### src/rtl/motor_pkg.sv
// Shared types and constants for the motor driver: command encoding, the target table and channel states.
package motor_pkg;

  localparam int unsigned CMD_W  = 5;
  localparam int unsigned DUTY_W = 8;

  // Same one-hot encoding as the navigation FSM's motor_state bus
  typedef enum logic [CMD_W-1:0] {
    STOP    = 5'b00001,
    FORWARD = 5'b00010,
    RIGHT   = 5'b00100,
    LEFT    = 5'b01000,
    SPIN    = 5'b10000
  } motor_state_t;

  localparam int unsigned FULL_DUTY_DFLT = 200;
  localparam int unsigned TURN_DUTY_DFLT = 100;
  localparam int unsigned SPIN_DUTY_DFLT = 120;

  typedef enum logic [2:0] {IDLE, RAMP, RUN, BRAKE, DEAD} ch_state_t;

  typedef struct packed {
    logic [DUTY_W-1:0] duty;
    logic              dir;
  } ch_target_t;

  function automatic logic is_onehot(input logic [CMD_W-1:0] v);
    return (v != '0) && ((v & (v - CMD_W'(1))) == '0);
  endfunction

endpackage

### src/rtl/motor_channel.sv
// One wheel: soft-start ramp, brake/dead-time direction reversal and glitch-free PWM comparator.
module motor_channel
  import motor_pkg::*;
#(
  parameter int unsigned RAMP_STEP     = 4,
  parameter int unsigned DEADTIME_CLKS = 50000
) (
  input  logic              clk,
  input  logic              reset,
  input  ch_target_t        tgt,
  input  logic              tick,
  input  logic [DUTY_W-1:0] pwm_cnt,
  input  logic              cnt_wrap,
  input  logic              force_stop,
  output logic [DUTY_W-1:0] duty,
  output logic              dir,
  output logic              pwm,
  output logic              active_c
);

  localparam int unsigned DEAD_W = (DEADTIME_CLKS > 1) ? $clog2(DEADTIME_CLKS) : 1;
  localparam logic [DUTY_W-1:0] STEP_MAX = DUTY_W'((RAMP_STEP > 255) ? 255 : RAMP_STEP);

  ch_state_t         state, state_nxt;
  logic [DUTY_W-1:0] duty_nxt, applied, goal_c, diff_c, step_c, slewed_c;
  logic [DEAD_W-1:0] dead_cnt, dead_cnt_nxt;
  logic              dir_nxt;

  // A pending reversal always slews toward zero first
  always_comb begin
    goal_c   = ((state == BRAKE) || (tgt.dir != dir)) ? '0 : tgt.duty;
    diff_c   = (goal_c > duty) ? (goal_c - duty) : (duty - goal_c);
    step_c   = (diff_c < STEP_MAX) ? diff_c : STEP_MAX;
    slewed_c = (goal_c > duty) ? (duty + step_c) : (duty - step_c);
  end

  always_comb begin
    state_nxt    = state;
    duty_nxt     = duty;
    dir_nxt      = dir;
    dead_cnt_nxt = dead_cnt;
    if (force_stop) begin
      state_nxt    = IDLE;
      duty_nxt     = '0;
      dead_cnt_nxt = '0;
    end else begin
      case (state)
        IDLE: begin
          if (tgt.duty != '0) begin
            dead_cnt_nxt = '0;
            state_nxt    = (tgt.dir != dir) ? DEAD : RAMP;
          end
        end
        RAMP: begin
          if (tick) duty_nxt = slewed_c;
          if (tgt.dir != dir)            state_nxt = BRAKE;
          else if (duty_nxt == tgt.duty) state_nxt = (tgt.duty == '0) ? IDLE : RUN;
        end
        RUN: begin
          if (tgt.dir != dir)        state_nxt = BRAKE;
          else if (tgt.duty != duty) state_nxt = RAMP;
        end
        BRAKE: begin
          if (tick) duty_nxt = slewed_c;
          if (duty_nxt == '0) begin
            dead_cnt_nxt = '0;
            state_nxt    = DEAD;
          end
        end
        DEAD: begin
          if (tgt.dir == dir) begin
            state_nxt = RAMP;
          end else if (dead_cnt == DEAD_W'(DEADTIME_CLKS - 1)) begin
            dir_nxt   = tgt.dir;
            state_nxt = RAMP;
          end else begin
            dead_cnt_nxt = dead_cnt + DEAD_W'(1);
          end
        end
        default: state_nxt = IDLE;
      endcase
    end
    active_c = (state_nxt == RAMP) || (state_nxt == BRAKE) || (state_nxt == DEAD);
  end

  always_ff @(posedge clk or negedge reset) begin
    if (!reset) begin
      state    <= IDLE;
      duty     <= '0;
      dir      <= 1'b1;
      dead_cnt <= '0;
      applied  <= '0;
      pwm      <= 1'b0;
    end else begin
      state    <= state_nxt;
      duty     <= duty_nxt;
      dir      <= dir_nxt;
      dead_cnt <= dead_cnt_nxt;
      // Comparator copy only follows duty at period start so pulses are never cut short
      if (force_stop)    applied <= '0;
      else if (cnt_wrap) applied <= duty;
      pwm <= !force_stop && (state_nxt != DEAD) && (pwm_cnt < applied);
    end
  end

endmodule

### src/rtl/motor_driver.sv
// Motor command receiver: registers the one-hot command, decodes wheel targets, runs shared ramp/PWM timebases.
module motor_driver
  import motor_pkg::*;
#(
  parameter int unsigned PWM_PRESCALE  = 8,
  parameter int unsigned RAMP_CLKS     = 50000,
  parameter int unsigned RAMP_STEP     = 4,
  parameter int unsigned FULL_DUTY     = FULL_DUTY_DFLT,
  parameter int unsigned TURN_DUTY     = TURN_DUTY_DFLT,
  parameter int unsigned SPIN_DUTY     = SPIN_DUTY_DFLT,
  parameter int unsigned DEADTIME_CLKS = 50000
) (
  input  logic              clk,
  input  logic              reset,
  input  logic [CMD_W-1:0]  motor_state,
  output logic              pwm_l,
  output logic              pwm_r,
  output logic              dir_l,
  output logic              dir_r,
  output logic [DUTY_W-1:0] duty_l,
  output logic [DUTY_W-1:0] duty_r,
  output logic              cmd_fault,
  output logic              busy
);

  localparam int unsigned PRE_W  = (PWM_PRESCALE > 1) ? $clog2(PWM_PRESCALE) : 1;
  localparam int unsigned RAMP_W = (RAMP_CLKS > 1) ? $clog2(RAMP_CLKS) : 1;

  logic [CMD_W-1:0]  cmd_q;
  logic [PRE_W-1:0]  pre_cnt;
  logic [RAMP_W-1:0] ramp_cnt;
  logic [DUTY_W-1:0] pwm_cnt;
  logic              pwm_step_c, cnt_wrap_c, ramp_tick_c, force_stop_c;
  logic              active_l_c, active_r_c;
  ch_target_t        tgt_l_c, tgt_r_c;

  // Illegal commands act on the raw input so the stop lands on the registering edge
  assign force_stop_c = !is_onehot(motor_state);
  assign pwm_step_c   = (pre_cnt == PRE_W'(PWM_PRESCALE - 1));
  assign cnt_wrap_c   = pwm_step_c && (pwm_cnt == '1);
  assign ramp_tick_c  = (ramp_cnt == RAMP_W'(RAMP_CLKS - 1));

  always_ff @(posedge clk or negedge reset) begin
    if (!reset) begin
      cmd_q     <= CMD_W'(STOP);
      cmd_fault <= 1'b0;
      busy      <= 1'b0;
      pre_cnt   <= '0;
      ramp_cnt  <= '0;
      pwm_cnt   <= '0;
    end else begin
      cmd_q     <= motor_state;
      cmd_fault <= force_stop_c;
      busy      <= active_l_c | active_r_c;
      pre_cnt   <= pwm_step_c ? '0 : (pre_cnt + PRE_W'(1));
      ramp_cnt  <= ramp_tick_c ? '0 : (ramp_cnt + RAMP_W'(1));
      if (pwm_step_c) pwm_cnt <= pwm_cnt + DUTY_W'(1);
    end
  end

  // STOP and illegal codes target zero duty and keep the present direction
  always_comb begin
    tgt_l_c.duty = '0;
    tgt_l_c.dir  = dir_l;
    tgt_r_c.duty = '0;
    tgt_r_c.dir  = dir_r;
    case (cmd_q)
      FORWARD: begin
        tgt_l_c.duty = DUTY_W'(FULL_DUTY); tgt_l_c.dir = 1'b1;
        tgt_r_c.duty = DUTY_W'(FULL_DUTY); tgt_r_c.dir = 1'b1;
      end
      RIGHT: begin
        tgt_l_c.duty = DUTY_W'(FULL_DUTY); tgt_l_c.dir = 1'b1;
        tgt_r_c.duty = DUTY_W'(TURN_DUTY); tgt_r_c.dir = 1'b1;
      end
      LEFT: begin
        tgt_l_c.duty = DUTY_W'(TURN_DUTY); tgt_l_c.dir = 1'b1;
        tgt_r_c.duty = DUTY_W'(FULL_DUTY); tgt_r_c.dir = 1'b1;
      end
      SPIN: begin
        tgt_l_c.duty = DUTY_W'(SPIN_DUTY); tgt_l_c.dir = 1'b1;
        tgt_r_c.duty = DUTY_W'(SPIN_DUTY); tgt_r_c.dir = 1'b0;
      end
      default: ;
    endcase
  end

  motor_channel #(.RAMP_STEP(RAMP_STEP), .DEADTIME_CLKS(DEADTIME_CLKS)) u_left (
    .clk(clk), .reset(reset), .tgt(tgt_l_c), .tick(ramp_tick_c), .pwm_cnt(pwm_cnt),
    .cnt_wrap(cnt_wrap_c), .force_stop(force_stop_c),
    .duty(duty_l), .dir(dir_l), .pwm(pwm_l), .active_c(active_l_c)
  );

  motor_channel #(.RAMP_STEP(RAMP_STEP), .DEADTIME_CLKS(DEADTIME_CLKS)) u_right (
    .clk(clk), .reset(reset), .tgt(tgt_r_c), .tick(ramp_tick_c), .pwm_cnt(pwm_cnt),
    .cnt_wrap(cnt_wrap_c), .force_stop(force_stop_c),
    .duty(duty_r), .dir(dir_r), .pwm(pwm_r), .active_c(active_r_c)
  );

endmodule

### config.mk
export PLATFORM = sky130hd
export DESIGN_NAME = motor_driver
export DESIGN_NICKNAME = d
export VERILOG_FILES = /design/src/rtl/motor_pkg.sv /design/src/rtl/motor_channel.sv /design/src/rtl/motor_driver.sv
export SDC_FILE = /design/constraint.sdc
export NUM_CORES = 1
export LEC_CHECK = 0
export ABC_CLOCK_PERIOD_IN_PS = 15500
export CORE_MARGIN = 2
export CORE_UTILIZATION = 36
export CTS_CLUSTER_SIZE = 30
export DETAILED_ROUTE_END_ITERATION = 10
export HOLD_SLACK_MARGIN = 0.05
export SYNTH_ARGS = -nofsm -noshare
export SYNTH_HDL_FRONTEND = slang
export SYNTH_SLANG_ARGS = --single-unit
export TNS_END_PERCENT = 30
### constraint.sdc
create_clock -name clk -period 15.5 [get_ports clk]
set_input_delay 3.1 -clock clk [delete_from_list [all_inputs] [get_ports clk]]
set_output_delay 3.1 -clock clk [all_outputs]
set_load 0.05 [all_outputs]
Yosys cells after proc, flatten, opt, wreduce, memory -nomap -nowiden --
Cells that the tools add are included.
Storage, ports and cells: flip-flop bits (word level) 108, input bits 7, output and inout port bits 22, logic and storage cells 183
Operators by class: add/subtract/negate cells 14, magnitude comparators 6, eq/ne operators 46, muxes and demuxes 66, bitwise gates (word level) 4, reductions and logical operators 29
Operators with widths (number):
- $mux W8 | 24
- $mux W16 | 11
- $pmux W16 S3 | 2
- $mux W3 | 21
- $pmux W9 S3 | 2
- $add A16 B1 Y16 const B | 3
- $eq A16 B16 Y1 const B | 3
- $sub A8 B8 Y8 | 6
- $logic_not A8 Y1 | 4
- $pmux W8 S2 | 2
- $pmux W3 S5 | 2
- $ne A3 B3 Y1 const B | 8
- $eq A3 B2 Y1 const B | 6
- $add A8 B8 Y8 | 2
- $eq A8 B8 Y1 | 2
- $gt A8 B8 Y1 | 2
- $lt A8 B3 Y1 const B | 2
- $lt A8 B8 Y1 | 2
- $ne A8 B8 Y1 | 2
- $reduce_bool A8 Y1 | 2
- $eq A3 B3 Y1 const B | 5
- $eq A3 B1 Y1 const B | 4
- $reduce_and A5 Y1 | 2
- $add A8 B1 Y8 const B | 1
- other kinds (25) | 45

Depth between registers and ports, before layout --
word-level depth 24, mapped depth 37, mapped depth without buffers 34

Cells and area by module --
A second synthesis with hierarchy kept.
Second synthesis, totals: cell total of the unflattened synthesis 1046, area, all modules 9083.7 sq um
By module, submodules not included:
- motor_channel at u_left | times used 1, cells an instance 453, area each 3876.2 sq um, seq. area each 927.1 sq um
- motor_channel at u_right | times used 1, cells an instance 441, area each 3590.9 sq um, seq. area each 927.1 sq um
- motor_driver | times used 1, cells an instance 152, area each 1616.6 sq um, seq. area each 852.1 sq um

Least setup slack after synthesis --
Ideal clock, no wire load.
path kind register to register, start register cmd_q[3], end register u_left.dead_cnt[11], setup time 0.092 ns, data arrival time 7.097 ns, required time 15.408 ns, slack 8.311 ns, stages on the path, launching flop included 36, clock period less this slack 7.189 ns, cells stage by stage dfrtp_1 > xor2_1 > nand3b_1 > and3_1 > clkbuf_1 > nor2_1 > a21oi_1 > nand2_1 > inv_1 > nor2_1 > inv_1 > ha_1 > and4_1 > nor3b_2 > o21ai_2 > mux2i_1 > xor2_1 > nand3_1 > inv_1 > nand2_1 > ha_1 > nand2_1 > o21a_1 > inv_1 > fa_1 > o21a_1 > or4_1 > o21ai_1 > nand4_1 > or4_1 > mux2i_1 > a311oi_2 > or2_1 > buf_6 > buf_6 > o31ai_2
On the way: cells in the longest elaborated chain, start to end 18, elaborated cells between the ends (all ways) 28, classes of those cells add/sub: 4; order compare: 2; eq/ne: 9; mux: 8; reduce/logical: 5
RTL lines:
- from (decl) | RTL line motor_driver.sv:29 | logic [CMD_W-1:0] cmd_q;
- from (signal assigned) | RTL line motor_driver.sv:45 | cmd_q <= CMD_W'(STOP);
- from (signal assigned) | RTL line motor_driver.sv:52 | cmd_q <= motor_state;
- $eq A5 B3 Y1 / $eq A5 B2 Y1 (equally long branches) | RTL line motor_driver.sv:67 | case (cmd_q)
- $reduce_or A2 Y1 (no line)
- $pmux W9 S3 (*) | RTL line motor_driver.sv:67
- $ne A1 B1 Y1 | RTL line motor_channel.sv:31 | goal_c = ((state == BRAKE) || (tgt.dir != dir)) ? '0 : tgt.duty;
- $logic_or A1 B1 Y1 | RTL line motor_channel.sv:31
- $mux W8 | RTL line motor_channel.sv:31
- $sub A8 B8 Y8 / $gt A8 B8 Y1 (equally long branches) | RTL line motor_channel.sv:32, motor_channel.sv:34
- $mux W8 | RTL line motor_channel.sv:32 | diff_c = (goal_c > duty) ? (goal_c - duty) : (duty - goal_c);
- (+2 left out)
- $sub A8 B8 Y8 / $add A8 B8 Y8 (equally long branches) | RTL line motor_channel.sv:34 | slewed_c = (goal_c > duty) ? (duty + step_c) : (duty - step_c);
- $mux W8 | RTL line motor_channel.sv:34
- $mux W8 | RTL line motor_channel.sv:64 | if (tick) duty_nxt = slewed_c;
- $mux W8 | RTL line motor_channel.sv:47 | case (state)
- $mux W8 | RTL line motor_channel.sv:42 | if (force_stop) begin
- $logic_not A8 Y1 | RTL line motor_channel.sv:65 | if (duty_nxt == '0) begin
- $ne A3 B3 Y1 (no line)
- $reduce_and A5 Y1 (no line) (*)
- to (signal assigned) | RTL line motor_channel.sv:98 | dead_cnt <= dead_cnt_nxt;
- to (decl) | RTL line motor_channel.sv:26 | logic [DEAD_W-1:0] dead_cnt, dead_cnt_nxt;
Every way passes the cells marked *; elsewhere a longest branch is shown, timed or not. The select of a mux whose other input is x is not followed. A chain may end at the register's enable or synchronous reset.

Final worst setup path --
start register cmd_q[1], end register u_left.dead_cnt[14]
Same word-level chain as after synthesis.

==> run_results.csv <==
group,metric,value,unit
synth,yosysTopAreaCellShare,31.74,%
pwr,ir_drop,0.05182,mV
synth,synth_area_leaders,"dfrtp_1, ha_1, nor2_1, o21ai_0, a21oi_1",
pwr,power_frac_comb,22.7,%
synth,synth.net_count,1075,
pwr,internal_power,0.4505,mW
timing,grt_setup_unrepaired,"false",
detailed_routing,drtPass1Iterations,5,
global_route,grt_max_degree,73,
timing,slew_violations,0,
min_path,hold_path.class,"register to register",
pwr,clkPwrFrac,33.9,%
timing,skew,10.24,ps
detailed_routing,via_count,7298,
cts,cts_root_buffer,"clkbuf_16",
synth,synth_top_cell_by_area,"dfrtp_1",
setup_path,crit_path_end_kind,"register",
flow_run,drv_cap,0,
floorplanning,pin_count,29,
detailed_routing,routed_wl,20.59,mm
setup_path,cpMostUsedCell,"nor2_1",
timing,worstMarginPinSlew,1114,ps
floorplanning,coreArea,22640,sq um
detailed_routing,drt-met1-wl,10.16,mm
global_route,gr-total-overflow,0,
pwr,p_switching,0.2103,mW
timing,tns,0,ps
floorplanning,rows,55,
synth,synth_cell_types,84,
synth,synth_most_common_cell,"nor2_1",
min_path,hold_path_depth,1,
layout,diodes,0,
timing,slew_headroom,25.54,%
setup_path,critPathLaunchType,"register",
timing,min_period_over_period,58.95,%
placed_design,dpl.hpwl,14.92,mm
placed_design,portBuffers,28,
global_route,grt_pass1_wl,34.51,mm
floorplanning,start_util,36.56,%
detailed_routing,wl_per_cell,15.87,um
setup_path,r2r_cells,33,
placed_design,gp_congestion,0.8829,
layout,post-route-util,39.99,%
cts,cts_max_level,3,
cts,numCtsBuffers,9,
synth,ys_seq_elements,108,
setup_path,crit_type,"register to register",
detailed_routing,dr_wl_met2,9.353,mm
layout,syn_to_final_growth,9.386,%
cts,clock_sinks,108,
detailed_routing,dr_wl_met3,740,um
timing,fin_ws,6363,ps
setup_path,required,15710,ps
synth,synthFlopType,"dfrtp_1",
timing,setup_viol,0,
timing,min_period,9137,ps
synth,syn_area,8278,sq um
setup_path,cp_max_fo,18,
synth,synth_edf_count,0,
detailed_routing,drc,0,
layout,nNetsFinal,1079,
floorplanning,die_x,155.6,um
timing,fmax,109.4,MHz
global_route,antenna_found_initial,0,
pwr,powerDensity,72.97,nW/um^2
placed_design,dpl_worst_slack,6477,ps
layout,drive_above_1_share,4.743,%
synth,async_reset_ff_share,100.0,%
timing,report.final.hold_viol_count,0,
setup_path,cp_slowest_cell,"a311oi_2",
synth,netlist_instances,1003,
synth,synth_common_cells,"nor2_1, dfrtp_1, o21ai_0, a21oi_1, nand2_1",
status,status,"complete, no violations",
setup_path,critPathMaxStageDelay,900,ps
pwr,power_frac_seq,43.4,%
cts,clk_path_buf_depth,2,
synth,ys_seq_area_share,32.69,%
pwr,power,0.6608,mW
synth,avgSynthCellArea,8.253,sq um
cts,clock_latency,360,ps
cts,post_cts_buffers,0,
global_route,grt_pass1_vias,6771,
pwr,leakage,3.866,nW
floorplanning,fp.dieH,155.6,um
synth,ys_warn_count,0,
detailed_routing,antenna_left,0,
cts,clk_pin_slew,80,ps
detailed_routing,drtIter0Drc,502,
cts,cts_tree,"built",
detailed_routing,routed.top_layer,"met4",
global_route,grtUsageTotal,17.39,%
cts,cts-resized-gates,0,
cts,hold_buffers,0,
layout,instances_no_fill,1297,
setup_path,arrival,9350,ps
detailed_routing,viasPerCell,5.627,
floorplanning,die_area,24220,sq um
placed_design,dp.cells,1281,
pwr,swShare,31.82,%
-- placed cells by master, fill, tap and decap left out, types with 24 or more instances in the layout --
| cell type | count |
|---|---|
| a21oi_1 | 73 |
| and3_1 | 31 |
| clkdlybuf4s50_1 | 27 |
| dfrtp_1 | 105 |
| ha_1 | 61 |
| inv_1 | 54 |
| nand2_1 | 73 |
| nand2b_1 | 24 |
| nand3_1 | 40 |
| nor2_1 | 125 |
| o21ai_0 | 81 |
| xnor2_1 | 34 |
-- critical path: cells and delay by family, from the launching register on --
family | cells | cell delay (ps)
simple gates | 15 | 3950
flops | 1 | 420
xor+xnor | 2 | 380
mux | 2 | 460
buf+inv | 3 | 310
fa+ha+maj | 3 | 800
compound gates | 8 | 2660
-- area by class of cell --
cell class	count	area (sq um)
Fill cell	2246	13590
Multi-Input combinational cell	801	5192
Sequential cell	108	2706
Tap cell	285	356.6
Timing Repair Buffer	33	315.3
Clock buffer	9	225.2
Inverter	54	202.7
Clock inverter	7	56.30
-- registers in the layout, summed over array words and instances, names as in the netlist --
signal	count
u_left.applied	8
u_left.pwm	1
u_right.state	3
u_left.dir	1
u_right.pwm	1
u_right.dead_cnt	16
u_right.dir	1
busy	1
u_left.duty	8
cmd_fault	1
u_left.state	3
u_right.applied	8
pwm_cnt	8
ramp_cnt	16
pre_cnt	3
u_left.dead_cnt	16
u_right.duty	8
cmd_q	5
-- through the flow --
step / instance area [sq um] / hold slack, ps
2_1_floorplan: 8278 / 403.1
3_3_place_gp: 8773 / 421.9
3_5_place_dp: 8773 / 428.9
4_1_cts: 9055 / 441.1
5_1_grt: 9055 / 464.6
6_report: 9055 / 435.3
-- power groups by stage --
stage	sequential (mW)	clock (mW)	combinational (mW)
after floorplan	0.294	0	0.110
after global placement	0.292	0	0.149
after detailed placement	0.292	0	0.149
after CTS	0.287	0.230	0.150
after global routing	0.287	0.244	0.167
final	0.287	0.224	0.150
-- layer usage --
| layer | track usage, % | vias up |
|---|---|---|
| met5 | 0 | - |
| met1 | 25.22 | 3511 |
| met4 | 4.412 | 0 |
| li1 | - | 3598 |
| met3 | 2.361 | 21 |
| met2 | 27.39 | 168 |
-- cell families after synthesis --
logic type	after synthesis	share of synthesized area [%]
and+or+nand+nor	405	25.08
AOI/OAI and AO/OA	262	20.10
DFF	108	32.69
buffers and inverters	94	4.580
adders and majority gates	65	10.19
xor gates and xnor gates	57	6.031
muxes	10	1.239
other	2	0.09072
-- path summary, 6_finish.rpt --
| check | to | slack [ps] | from |
|---|---|---|---|
| worst max-delay path | u_left.dead_cnt[14] | 6360 | cmd_q[1] |
| worst max register to register | u_left.dead_cnt[14] | 6360 | cmd_q[1] |
| worst min-delay path | pre_cnt[0] | 440 | pre_cnt[0] |
| max in group asynchronous | u_right.dead_cnt[15] | 11500 | reset |
| min in group asynchronous | ramp_cnt[10] | 2690 | reset |
| worst min register to register | pre_cnt[0] | 440 | pre_cnt[0] |
Power figures use the tool's default switching activity.
